==> src/rtl/edge_req_arbiter.sv <==
// Purpose: synchronise N async request lines, latch rising edges, grant them round-robin.
// Latency: input edge to gnt_vld is 4 clk (2-flop sync, edge detect, pending register, grant register).
// Backpressure: a grant is held until gnt_ack; new edges keep accumulating in pending meanwhile.
module edge_req_arbiter #(
  parameter int N   = 4,
  parameter int IDW = $clog2(N)
) (
  input  logic           clk,
  input  logic           rst_n,
  input  logic [N-1:0]   asynch_in,
  output logic           gnt_vld,
  output logic [IDW-1:0] gnt_id,
  input  logic           gnt_ack,
  output logic [N-1:0]   pending,
  output logic [N-1:0]   ovr,
  input  logic           clr_ovr
);

  typedef enum logic {IDLE, GRANT} state_t;

  state_t         state, state_nxt;
  logic [N-1:0]   sync1, sync2, det;
  logic [N-1:0]   edge_pls;
  logic [N-1:0]   clr_vec;
  logic [IDW-1:0] last_grant;
  logic [IDW-1:0] sel_idx;
  logic [IDW-1:0] cand;
  logic           sel_found;
  logic           ack_take;

  always_ff @(posedge clk or negedge rst_n) begin
    if (!rst_n) begin
      sync1 <= '0;
      sync2 <= '0;
      det   <= '0;
    end else begin
      sync1 <= asynch_in;
      sync2 <= sync1;
      det   <= sync2;
    end
  end

  // Flops reset to 0, so a line held high across reset yields exactly one edge.
  assign edge_pls = sync2 & ~det;
  assign ack_take = (state == GRANT) && gnt_ack;

  always_comb begin
    clr_vec = '0;
    if (ack_take) clr_vec[gnt_id] = 1'b1;
  end

  // Search starts just after the last served channel and wraps.
  always_comb begin
    sel_found = 1'b0;
    sel_idx   = '0;
    cand      = '0;
    for (int k = 1; k <= N; k++) begin
      cand = IDW'((int'(last_grant) + k) % N);
      if (!sel_found && pending[cand]) begin
        sel_found = 1'b1;
        sel_idx   = cand;
      end
    end
  end

  always_comb begin
    state_nxt = state;
    case (state)
      IDLE:    if (sel_found) state_nxt = GRANT;
      GRANT:   if (gnt_ack)   state_nxt = IDLE;
      default: state_nxt = IDLE;
    endcase
  end

  always_ff @(posedge clk or negedge rst_n) begin
    if (!rst_n) begin
      state      <= IDLE;
      gnt_vld    <= 1'b0;
      gnt_id     <= '0;
      last_grant <= IDW'(N - 1);
    end else begin
      state   <= state_nxt;
      gnt_vld <= (state_nxt == GRANT);
      if (state == IDLE && sel_found) gnt_id <= sel_idx;
      if (ack_take) last_grant <= gnt_id;
    end
  end

  // An edge landing on its own clear re-arms the request rather than counting as overrun.
  always_ff @(posedge clk or negedge rst_n) begin
    if (!rst_n) begin
      pending <= '0;
      ovr     <= '0;
    end else begin
      pending <= edge_pls | (pending & ~clr_vec);
      ovr     <= (clr_ovr ? '0 : ovr) | (edge_pls & pending & ~clr_vec);
    end
  end

endmodule

==> config.mk <==
export PLATFORM = sky130hd
export DESIGN_NAME = edge_req_arbiter
export DESIGN_NICKNAME = d
export VERILOG_FILES = /design/src/rtl/edge_req_arbiter.sv
export SDC_FILE = /design/constraint.sdc
export NUM_CORES = 1
export LEC_CHECK = 0
export BUFFER_PORTS_ARGS = -buffer_cell sky130_fd_sc_hd__buf_2
export CORE_MARGIN = 3
export CORE_UTILIZATION = 35
export DETAILED_ROUTE_END_ITERATION = 7
export PLACE_DENSITY = 0.58
export SLEW_MARGIN = 20
export SYNTH_ARGS = -nofsm -noshare
export SYNTH_HDL_FRONTEND = slang
export SYNTH_SLANG_ARGS = --single-unit
==> constraint.sdc <==
create_clock -name clk -period 3.8 [get_ports clk]
set_clock_uncertainty 0.2 [all_clocks]
set_input_delay 0.76 -clock clk [delete_from_list [all_inputs] [get_ports clk]]
set_output_delay 0.76 -clock clk [all_outputs]
set_load 0.005 [all_outputs]
==> results.yml, run 1 <==
flow_run:
  max_cap_viol_count: 0
worst_setup_path:
  rr_endpoint: "gnt_id[1]"
  critical_path.slowest_cell: "sky130_fd_sc_hd__dfrtp_1"
  cp-endpoint: "pending[1]"
  timing.critical_path.from: "pending[1]"
  crit_path_cell_trace: "buf_2"
  arrival_worst_endpoint_ns: 0.99
  critical-path-max-stage-delay_ns: 0.51
  nature_of_the_critical_path_startpoint: "flip-flop"
  timing.critical_path.max_delay_family: "flip-flops"
  path_buf_inv: 1
  worstPathRequired_ns: 2.84
  criticalPathCategory: "flip-flop to output pin"
  reg2reg_slack_ns: 2.14
  number_of_cells_traversed_by_the_worst_register_to_register_path: 3
  critPathMaxFanout: 8
  critical_path_depth_in_cells: 1
  r2r_start: "pending[0]"
  critical_path.endpoint_type: "output pin"
synthesis:
  synth_area_um2: 930
  synth_top_area_cell: "sky130_fd_sc_hd__dfrtp_1"
  ys.flop_type: "sky130_fd_sc_hd__dfrtp_1"
  synth_seq_area_share: 0.676
  postSynthCellCount: 76
  post-synth-top-count-cell: "sky130_fd_sc_hd__dfrtp_1"
  synth-edff-count: 0
  synthTopCellsByCount: "23 x sky130_fd_sc_hd__dfrtp_1, 9 x sky130_fd_sc_hd__nand2_1, 6 x sky130_fd_sc_hd__inv_1"
  synth_area_per_cell_um2: 12.2
  synth_cell_types: 26
  ys_top_cells_by_area: "sky130_fd_sc_hd__dfrtp_1 62%, sky130_fd_sc_hd__dfstp_2 5.7%, sky130_fd_sc_hd__nand2_1 3.6%, sky130_fd_sc_hd__nand2b_1 3.4%, sky130_fd_sc_hd__o22ai_1 2.7%"
  synth-async-reset-ratio: 1.00
  synth.net_count: 84
  ys_warn_count: 0
  register_bit_count_reported_by_yosys: 25
  area_share_of_the_leading_cell_type_in_the_synthesized_netlist: 0.619
grt:
  initial_antenna_violation_count: 0
  grt_pass1_vias: 620
  grt.overflow.total: 0
  grt_first_pass_wirelength_um: 2840
  grt_max_degree: 26
  groute.usage.overall: 0.111
timing:
  fin_worst_hold_slack_ns: 0.166
  final_min_period_over_clock_period: 0.512
  rsz0062_at_grt: "no"
  hold_vio_cnt_final: 0
  finalWorstSetupSlack_ns: 1.85
  clock.fmax_mhz: 514
  fin_tns_setup_ns: 0
  final_report_max_slew_violation_count: 0
  max_slew.worst_pin.slew_ns: 0.517
  timing.final.setup_violations: 0
  fin_crit_ns: 1.95
  max-slew-margin-rel: 0.655
floorplanning:
  start_util: 0.372
  io-pin-count: 19
  core_area_um2: 2500
  die-area_um2: 3310
  die_x_um: 57.5
  fp-row-count: 18
  dieHeight_um: 57.5
layout:
  area_growth_syn_to_layout_pct: 16.7
  n_antenna_cell: 0
  fin_area_um2: 1080
  drive_above_1_share: 0.289
  finalNetCount: 106
clocking:
  tritoncts_clock_tree: "done"
  max-clock-path-buffers: 2
  cts_hold_repair.buffers: 0
  cts_setup_buffers: 0
  path_clk_slew_ns: 0.14
  numClockSinks: 25
  cts_resized: 0
  ctsRootBufferMaster: "sky130_fd_sc_hd__clkbuf_4"
  numCtsBuffers: 3
  clock_latency_ns: 0.32
  cts_htree_levels: 1
routing:
  detail-route-antenna-nets: 0
  drt-initial-drc-count: 32
  route.final.wire_length_um: 1580
  routed_vias_inst: 4.91
  avgRoutedWirePerCell_um: 12.4
  drc_viols: 0
  routed-via-count: 624
  dr.pass1.iters: 3
power:
  power-per-cell-area_nw_per_um2: 625
  worst_ir_drop_vdd_mv: 0.314
  p_leak_uw: 0.000497
  finalPower_uw: 678
outcome:
  status: "finished, final reports clean"
placement:
  area_post_placement_um2: 1050
  place.port_buffers: 18
  pre_cts_ws_ns: 2.02
  final_weighted_congestion_in_routability_driven_placement: 0.788
worst_hold_path:
  hold_path_class: "flip-flop to flip-flop"
-- layout make-up --
| class | count | area [um2] |
|---|---|---|
| Fill cell | 226 | 1420 |
| Sequential cell | 25 | 628 |
| Multi-Input combinational cell | 44 | 275 |
| Timing Repair Buffer | 18 | 90.1 |
| Tap cell | 30 | 37.5 |
| Clock buffer | 3 | 22.5 |
| Inverter | 6 | 22.5 |
| Clock inverter | 1 | 8.76 |
-- kinds of logic after synthesis --
family	count (synthesis)	synth area share
buf+inv	7	0.0283
flops	25	0.676
mux	1	0.0108
compound gates	19	0.133
simple gates	24	0.152
-- worst min path at each step --
stage	start	end	slack [ns]	cells past startpoint
after detailed placement	sync1[0]	sync2[0]	0.14	0
final	sync1[1]	sync2[1]	0.17	0
after global placement	sync1[1]	sync2[1]	0.13	0
after global routing	sync1[0]	sync2[0]	0.17	0
after CTS	sync1[0]	sync2[0]	0.17	0
after floorplan	sync1[0]	sync2[0]	0.13	0
-- layout by cell type (no fill, tap or decap) --
cell,instances
sky130_fd_sc_hd__and2_4,1
sky130_fd_sc_hd__nor2b_1,1
sky130_fd_sc_hd__a21oi_1,2
sky130_fd_sc_hd__o211ai_1,1
sky130_fd_sc_hd__o31ai_1,3
sky130_fd_sc_hd__inv_6,1
sky130_fd_sc_hd__o21ai_0,3
sky130_fd_sc_hd__dfstp_2,2
sky130_fd_sc_hd__mux2i_1,1
sky130_fd_sc_hd__and4bb_2,1
sky130_fd_sc_hd__a2bb2oi_1,1
sky130_fd_sc_hd__nor3b_1,1
sky130_fd_sc_hd__o21a_1,1
sky130_fd_sc_hd__nor2_1,2
sky130_fd_sc_hd__dfrtp_1,23
sky130_fd_sc_hd__o22ai_1,4
sky130_fd_sc_hd__a21boi_0,1
sky130_fd_sc_hd__clkbuf_4,3
sky130_fd_sc_hd__or3b_2,1
sky130_fd_sc_hd__buf_2,18
sky130_fd_sc_hd__nand3_1,1
sky130_fd_sc_hd__nand2_1,9
sky130_fd_sc_hd__a21o_1,1
sky130_fd_sc_hd__and3b_1,1
sky130_fd_sc_hd__inv_1,6
sky130_fd_sc_hd__a31oi_1,2
sky130_fd_sc_hd__nand2b_1,5
sky130_fd_sc_hd__or4_4,1
-- power breakdown --
part           leakage (uW)  internal [uW]  switching [uW]
Combinational      0.000195           85.7            75.6
Clock             0.0000183           42.7            78.6
Sequential         0.000283            323            72.2
Total              0.000497            452             226
-- state kept, by name (all words and copies together) (netlist names) --
signal,count
det,4
ovr,4
pending,4
sync1,4
sync2,4
gnt_id,2
last_grant,2
state,1
-- metrics by stage --
step,instances,utilization
after floorplan,76,-
after global placement,123,0.421
after detailed placement,123,0.421
after CTS,127,0.434
after global routing,127,0.434
final,127,0.434
-- per-layer routing --
| metal | GRT usage | vias up | share of wire |
|---|---|---|---|
| met2 | 0.181 | 16 | 0.47 |
| met3 | 0.0430 | 2 | 0.066 |
| met1 | 0.139 | 303 | 0.46 |
| met5 | 0 | - | 0 |
| met4 | 0.0298 | 0 | 0.0063 |
| li1 | - | 303 | - |
Power figures use the tool's default switching activity.
==> run 2, diff against run 1 <==
Clock period 3.8 ns to 2 ns, I/O delays scaled along.
==> run 2 against run 1 <==
Compared with the run above:
- via count grew 2.6%
- sequential cell count is the same
- cell area grew 4.3%
- sequential power rose by 88%
- wire length up 5.1%
- combinational power increased by 98%
- non-clock buffer count rose by 5
- register-to-register slack worse by 1.8 ns
- global-route usage rose by 0.25 points
- sequential share of layout area shrank 2.4 points
- worst hold slack worse by 0.045 ns
==> results.yml, run 2 (synthesized netlist as in run 1, its figures left out) <==
clocking:
  numCtsBuffers: 3
  cts_htree_levels: 1
  clock_latency_ns: 0.31
  ctsRootBufferMaster: "sky130_fd_sc_hd__clkbuf_4"
  tritoncts_clock_tree: "done"
  cts_resized: 0
  numClockSinks: 25
  path_clk_slew_ns: 0.13
  max-clock-path-buffers: 2
  cts_setup_buffers: 0
grt:
  grt_max_degree: 26
  grt_pass1_vias: 614
  grt_first_pass_wirelength_um: 2800
  grt.overflow.total: 0
  groute.usage.overall: 0.114
  initial_antenna_violation_count: 0
placement:
  hpwlAfterDp_um: 1200
  final_weighted_congestion_in_routability_driven_placement: 0.768
  place.port_buffers: 18
  pre_cts_ws_ns: 0.388
timing:
  rsz0062_at_grt: "no"
  final_report_max_slew_violation_count: 0
  finalWorstSetupSlack_ns: 0.363
  fin_worst_hold_slack_ns: 0.121
  max-slew-margin-rel: 0.640
  final_min_period_over_clock_period: 0.819
  hold_vio_cnt_final: 0
  clock.fmax_mhz: 611
  fin_crit_ns: 1.64
  fin_tns_setup_ns: 0
  max_slew.worst_pin.slew_ns: 0.540
  timing.final.setup_violations: 0
layout:
  drive_above_1_share: 0.275
  n_antenna_cell: 0
  mostFrequentLayoutCell: "sky130_fd_sc_hd__dfrtp_1"
  mostFrequentLayoutCells: "23 x sky130_fd_sc_hd__dfrtp_1, 18 x sky130_fd_sc_hd__buf_2, 9 x sky130_fd_sc_hd__nand2_1"
  area_growth_syn_to_layout_pct: 21.7
  finalNetCount: 111
worst_setup_path:
  worstPathRequired_ns: 2.03
  nature_of_the_critical_path_startpoint: "flip-flop"
  arrival_worst_endpoint_ns: 1.67
  critPathMaxFanout: 9
  criticalPathCategory: "flip-flop to flip-flop"
  critical_path.endpoint_type: "flip-flop"
floorplanning:
  start_util: 0.372
  fp-row-count: 18
  die-area_um2: 3310
  core_area_um2: 2500
  die_x_um: 57.5
  io-pin-count: 19
  dieHeight_um: 57.5
power:
  power-per-cell-area_nw_per_um2: 1130
  worst_ir_drop_vdd_mv: 0.523
  p_leak_uw: 0.000517
routing:
  routed-via-count: 640
  dr.pass1.iters: 4
  drc_viols: 0
  routed_vias_inst: 4.85
  avgRoutedWirePerCell_um: 12.6
  drt-initial-drc-count: 14
  detail-route-antenna-nets: 0
  route.final.wire_length_um: 1660
flow_run:
  max_cap_viol_count: 0
worst_hold_path:
  hold_path_class: "input port to flip-flop"
outcome:
  status: "finished, final reports clean"
## run 2: critical path: stages, from the launching register on
cell and delay (ns):
sky130_fd_sc_hd__dfrtp_1 0.47, sky130_fd_sc_hd__or4_4 0.56, sky130_fd_sc_hd__and2_4 0.18, sky130_fd_sc_hd__a31oi_1 0.14
## run 2: final cells by class
type                       count  area (um2)
multi-input combinational     44         275
clock inverter                 1        5.00
inverter                       6        22.5
sequential                    25         628
tap                           30        37.5
fill                         242        1370
clock buffer                   3        22.5
timing repair buffer          23         140
## run 2: what timing repair did
action                                 CTS  global route
setup endpoints to repair                0             0
hold buffers                             5             0
endpoints found under the hold margin   27             0
## run 2: metrics by stage
step                 util  total power (uW)  instances  instance area [um2]
floorplan               -               916         76                  930
global placement    0.421              1060        123                 1050
detailed placement  0.421              1070        123                 1050
CTS                 0.452              1300        132                 1130
global route        0.452              1380        132                 1130
finish              0.452              1280        132                 1130
## run 2: where the power goes
group / internal [uW] / switching, uW
clock: 74.7 / 145
combinational: 169 / 149
sequential: 614 / 128
total: 858 / 422
## run 2: layer usage
metal  GRT usage  part of all wire  up-vias
met4      0.0596            0.0060        0
met3      0.0362             0.064        2
met1       0.147              0.44      309
met5           0                 0        -
met2       0.171              0.49       16
li1            -                 -      313
## run 2: final timing paths
kind / from / to / slack (ns) / depth (start not counted)
max: pending[2] / gnt_id[0] / 0.36 / 3
max in group asynchronous: rst_n / last_grant[0] / 0.85 / 2
max reg2reg: pending[2] / gnt_id[0] / 0.36 / 3
min reg2reg: sync1[2] / sync2[2] / 0.16 / 0
min: clr_ovr / ovr[2] / 0.12 / 2
min in group asynchronous: rst_n / ovr[0] / 0.39 / 2
==> run 3, diff against run 2 <==
Settings changed: PLACE_DENSITY 0.58 to 0.6.
Clock period 2 ns to 1.49 ns, I/O delays scaled along.
==> run 3 against run 2 <==
Compared with the run above:
- the run now ends with setup timing left
- cell count increased by 4.5%
- clock-buffer cell count increased by 1
- sequential cell count unchanged
- sequential power increased by 30%
- wire length increased by 11%
- critical path type unchanged
- highest routed layer unchanged
==> results.yml, run 3 (synthesized netlist as in run 1, its figures left out) <==
timing:
  finalWorstSetupSlack_ns: -0.0681
  final_report_max_slew_violation_count: 0
  timing.final.setup_violations: 3
  hold_vio_cnt_final: 0
  fin_crit_ns: 1.56
  rsz0062_at_grt: "yes"
  max-slew-margin-rel: 0.643
  max_slew.worst_pin.slew_ns: 0.535
  clock.fmax_mhz: 642
  final_min_period_over_clock_period: 1.05
clocking:
  tritoncts_clock_tree: "done"
  numClockSinks: 25
  max-clock-path-buffers: 2
  clock_latency_ns: 0.31
  path_clk_slew_ns: 0.13
  ctsRootBufferMaster: "sky130_fd_sc_hd__clkbuf_4"
  numCtsBuffers: 3
  cts_htree_levels: 1
routing:
  avgRoutedWirePerCell_um: 13.4
  route.final.wire_length_um: 1840
  drc_viols: 0
  dr.pass1.iters: 4
  drt-initial-drc-count: 17
  routed-via-count: 683
  detail-route-antenna-nets: 0
  routed_vias_inst: 4.95
layout:
  mostFrequentLayoutCell: "sky130_fd_sc_hd__dfrtp_1"
  final_util: 0.490
  mostFrequentLayoutCells: "23 x sky130_fd_sc_hd__dfrtp_1, 14 x sky130_fd_sc_hd__buf_2, 9 x sky130_fd_sc_hd__nand2_1"
  n_antenna_cell: 0
  fin_area_um2: 1230
  area_growth_syn_to_layout_pct: 31.9
  finalNetCount: 117
  drive_above_1_share: 0.324
worst_setup_path:
  critical_path.endpoint_type: "flip-flop"
  nature_of_the_critical_path_startpoint: "flip-flop"
  arrival_worst_endpoint_ns: 1.56
  critical_path.slowest_cell: "sky130_fd_sc_hd__or4_4"
  path_buf_inv: 0
  criticalPathCategory: "flip-flop to flip-flop"
  crit_path_cell_trace: "or4_4 > a21oi_1 > a31oi_2"
  critPathMaxFanout: 4
  timing.critical_path.max_delay_family: "simple AND/OR/NAND/NOR gates"
  number_of_cells_traversed_by_the_worst_register_to_register_path: 3
  critical_path_depth_in_cells: 3
  worstPathRequired_ns: 1.49
  critical-path-max-stage-delay_ns: 0.56
floorplanning:
  die_x_um: 57.5
  io-pin-count: 19
  start_util: 0.372
  dieHeight_um: 57.5
  fp-row-count: 18
  die-area_um2: 3310
  core_area_um2: 2500
worst_hold_path:
  hold_path_class: "input port to flip-flop"
  worstHoldPathCells: 2
grt:
  grt.met1_usage: 0.168
  globalRoute.busiestLayer: "met2"
  grt_max_degree: 26
  grt_pass1_vias: 632
  grt_first_pass_wirelength_um: 2940
  groute.usage.overall: 0.118
  met3_track_utilization_from_global_routing: 0.0271
  initial_antenna_violation_count: 0
  grt_util_met2: 0.174
  grt.overflow.total: 0
power:
  p_leak_uw: 0.000562
  finalPower_uw: 1940
  power-per-cell-area_nw_per_um2: 1580
  worst_ir_drop_vdd_mv: 0.812
placement:
  place.port_buffers: 18
  final_weighted_congestion_in_routability_driven_placement: 0.762
  hpwlAfterDp_um: 1260
  area_post_placement_um2: 1080
outcome:
  violations: "setup timing"
  status: "complete, but fails checks"
flow_run:
  max_cap_viol_count: 0
==> run 3: path summary, 6_finish.rpt <==
kind                       slack (ns)       endpoint        from
max in group asynchronous        0.44  last_grant[0]       rst_n
hold / removal                   0.03         ovr[1]     clr_ovr
setup reg to reg                -0.07      gnt_id[0]  pending[3]
min in group asynchronous        0.29          state       rst_n
setup / recovery                -0.07      gnt_id[0]  pending[3]
hold reg to reg                  0.17       sync2[3]    sync1[3]
==> run 3: report_power, final <==
group	total (uW)	switching, uW	internal (uW)
clock	293	188	104
combinational	676	294	381
sequential	967	142	825
==> run 3: metal layers <==
layer,vias to the layer above,part of all wire
li1,330,-
met1,328,0.44
met2,23,0.49
met3,2,0.060
met4,0,0.0076
met5,-,0
==> run 3: per-stage QoR <==
step	hold slack [ns]	TNS [ns]	setup WS [ns]	cells
finish	0.0255	-0.134	-0.0681	138
detailed placement	0.115	-0.00354	-0.00354	127
CTS	0.0231	-0.104	-0.0432	137
floorplan	-0.198	-0.0536	-0.0268	76
global placement	0.112	0	0.0380	127
global route	0.0177	-0.322	-0.107	138
==> run 3: worst reg2reg max path, delay by kind of cell (launching register included) <==
family | cells | cell delay (ns)
simple gates | 1 | 0.56
flops | 1 | 0.41
compound gates | 2 | 0.28
==> run 3: repair_timing <==
| action | in CTS | in global routing |
|---|---|---|
| endpoints found under the hold margin | 27 | 0 |
| endpoints found under the setup margin | 6 | 8 |
| hold buffers | 5 | 0 |
| resized for setup | 4 | 6 |
| setup buffers | 1 | 1 |
| gates cloned | 0 | 0 |
| pin swaps | 0 | 0 |
==> run 3: cell type report <==
cell class | count | area [um2]
clock buffers | 4 | 26.3
fillers | 238 | 1270
inverters | 6 | 22.5
multi-input cells | 44 | 287
flip-flops and latches | 25 | 628
well taps | 30 | 37.5
repair buffers | 29 | 225
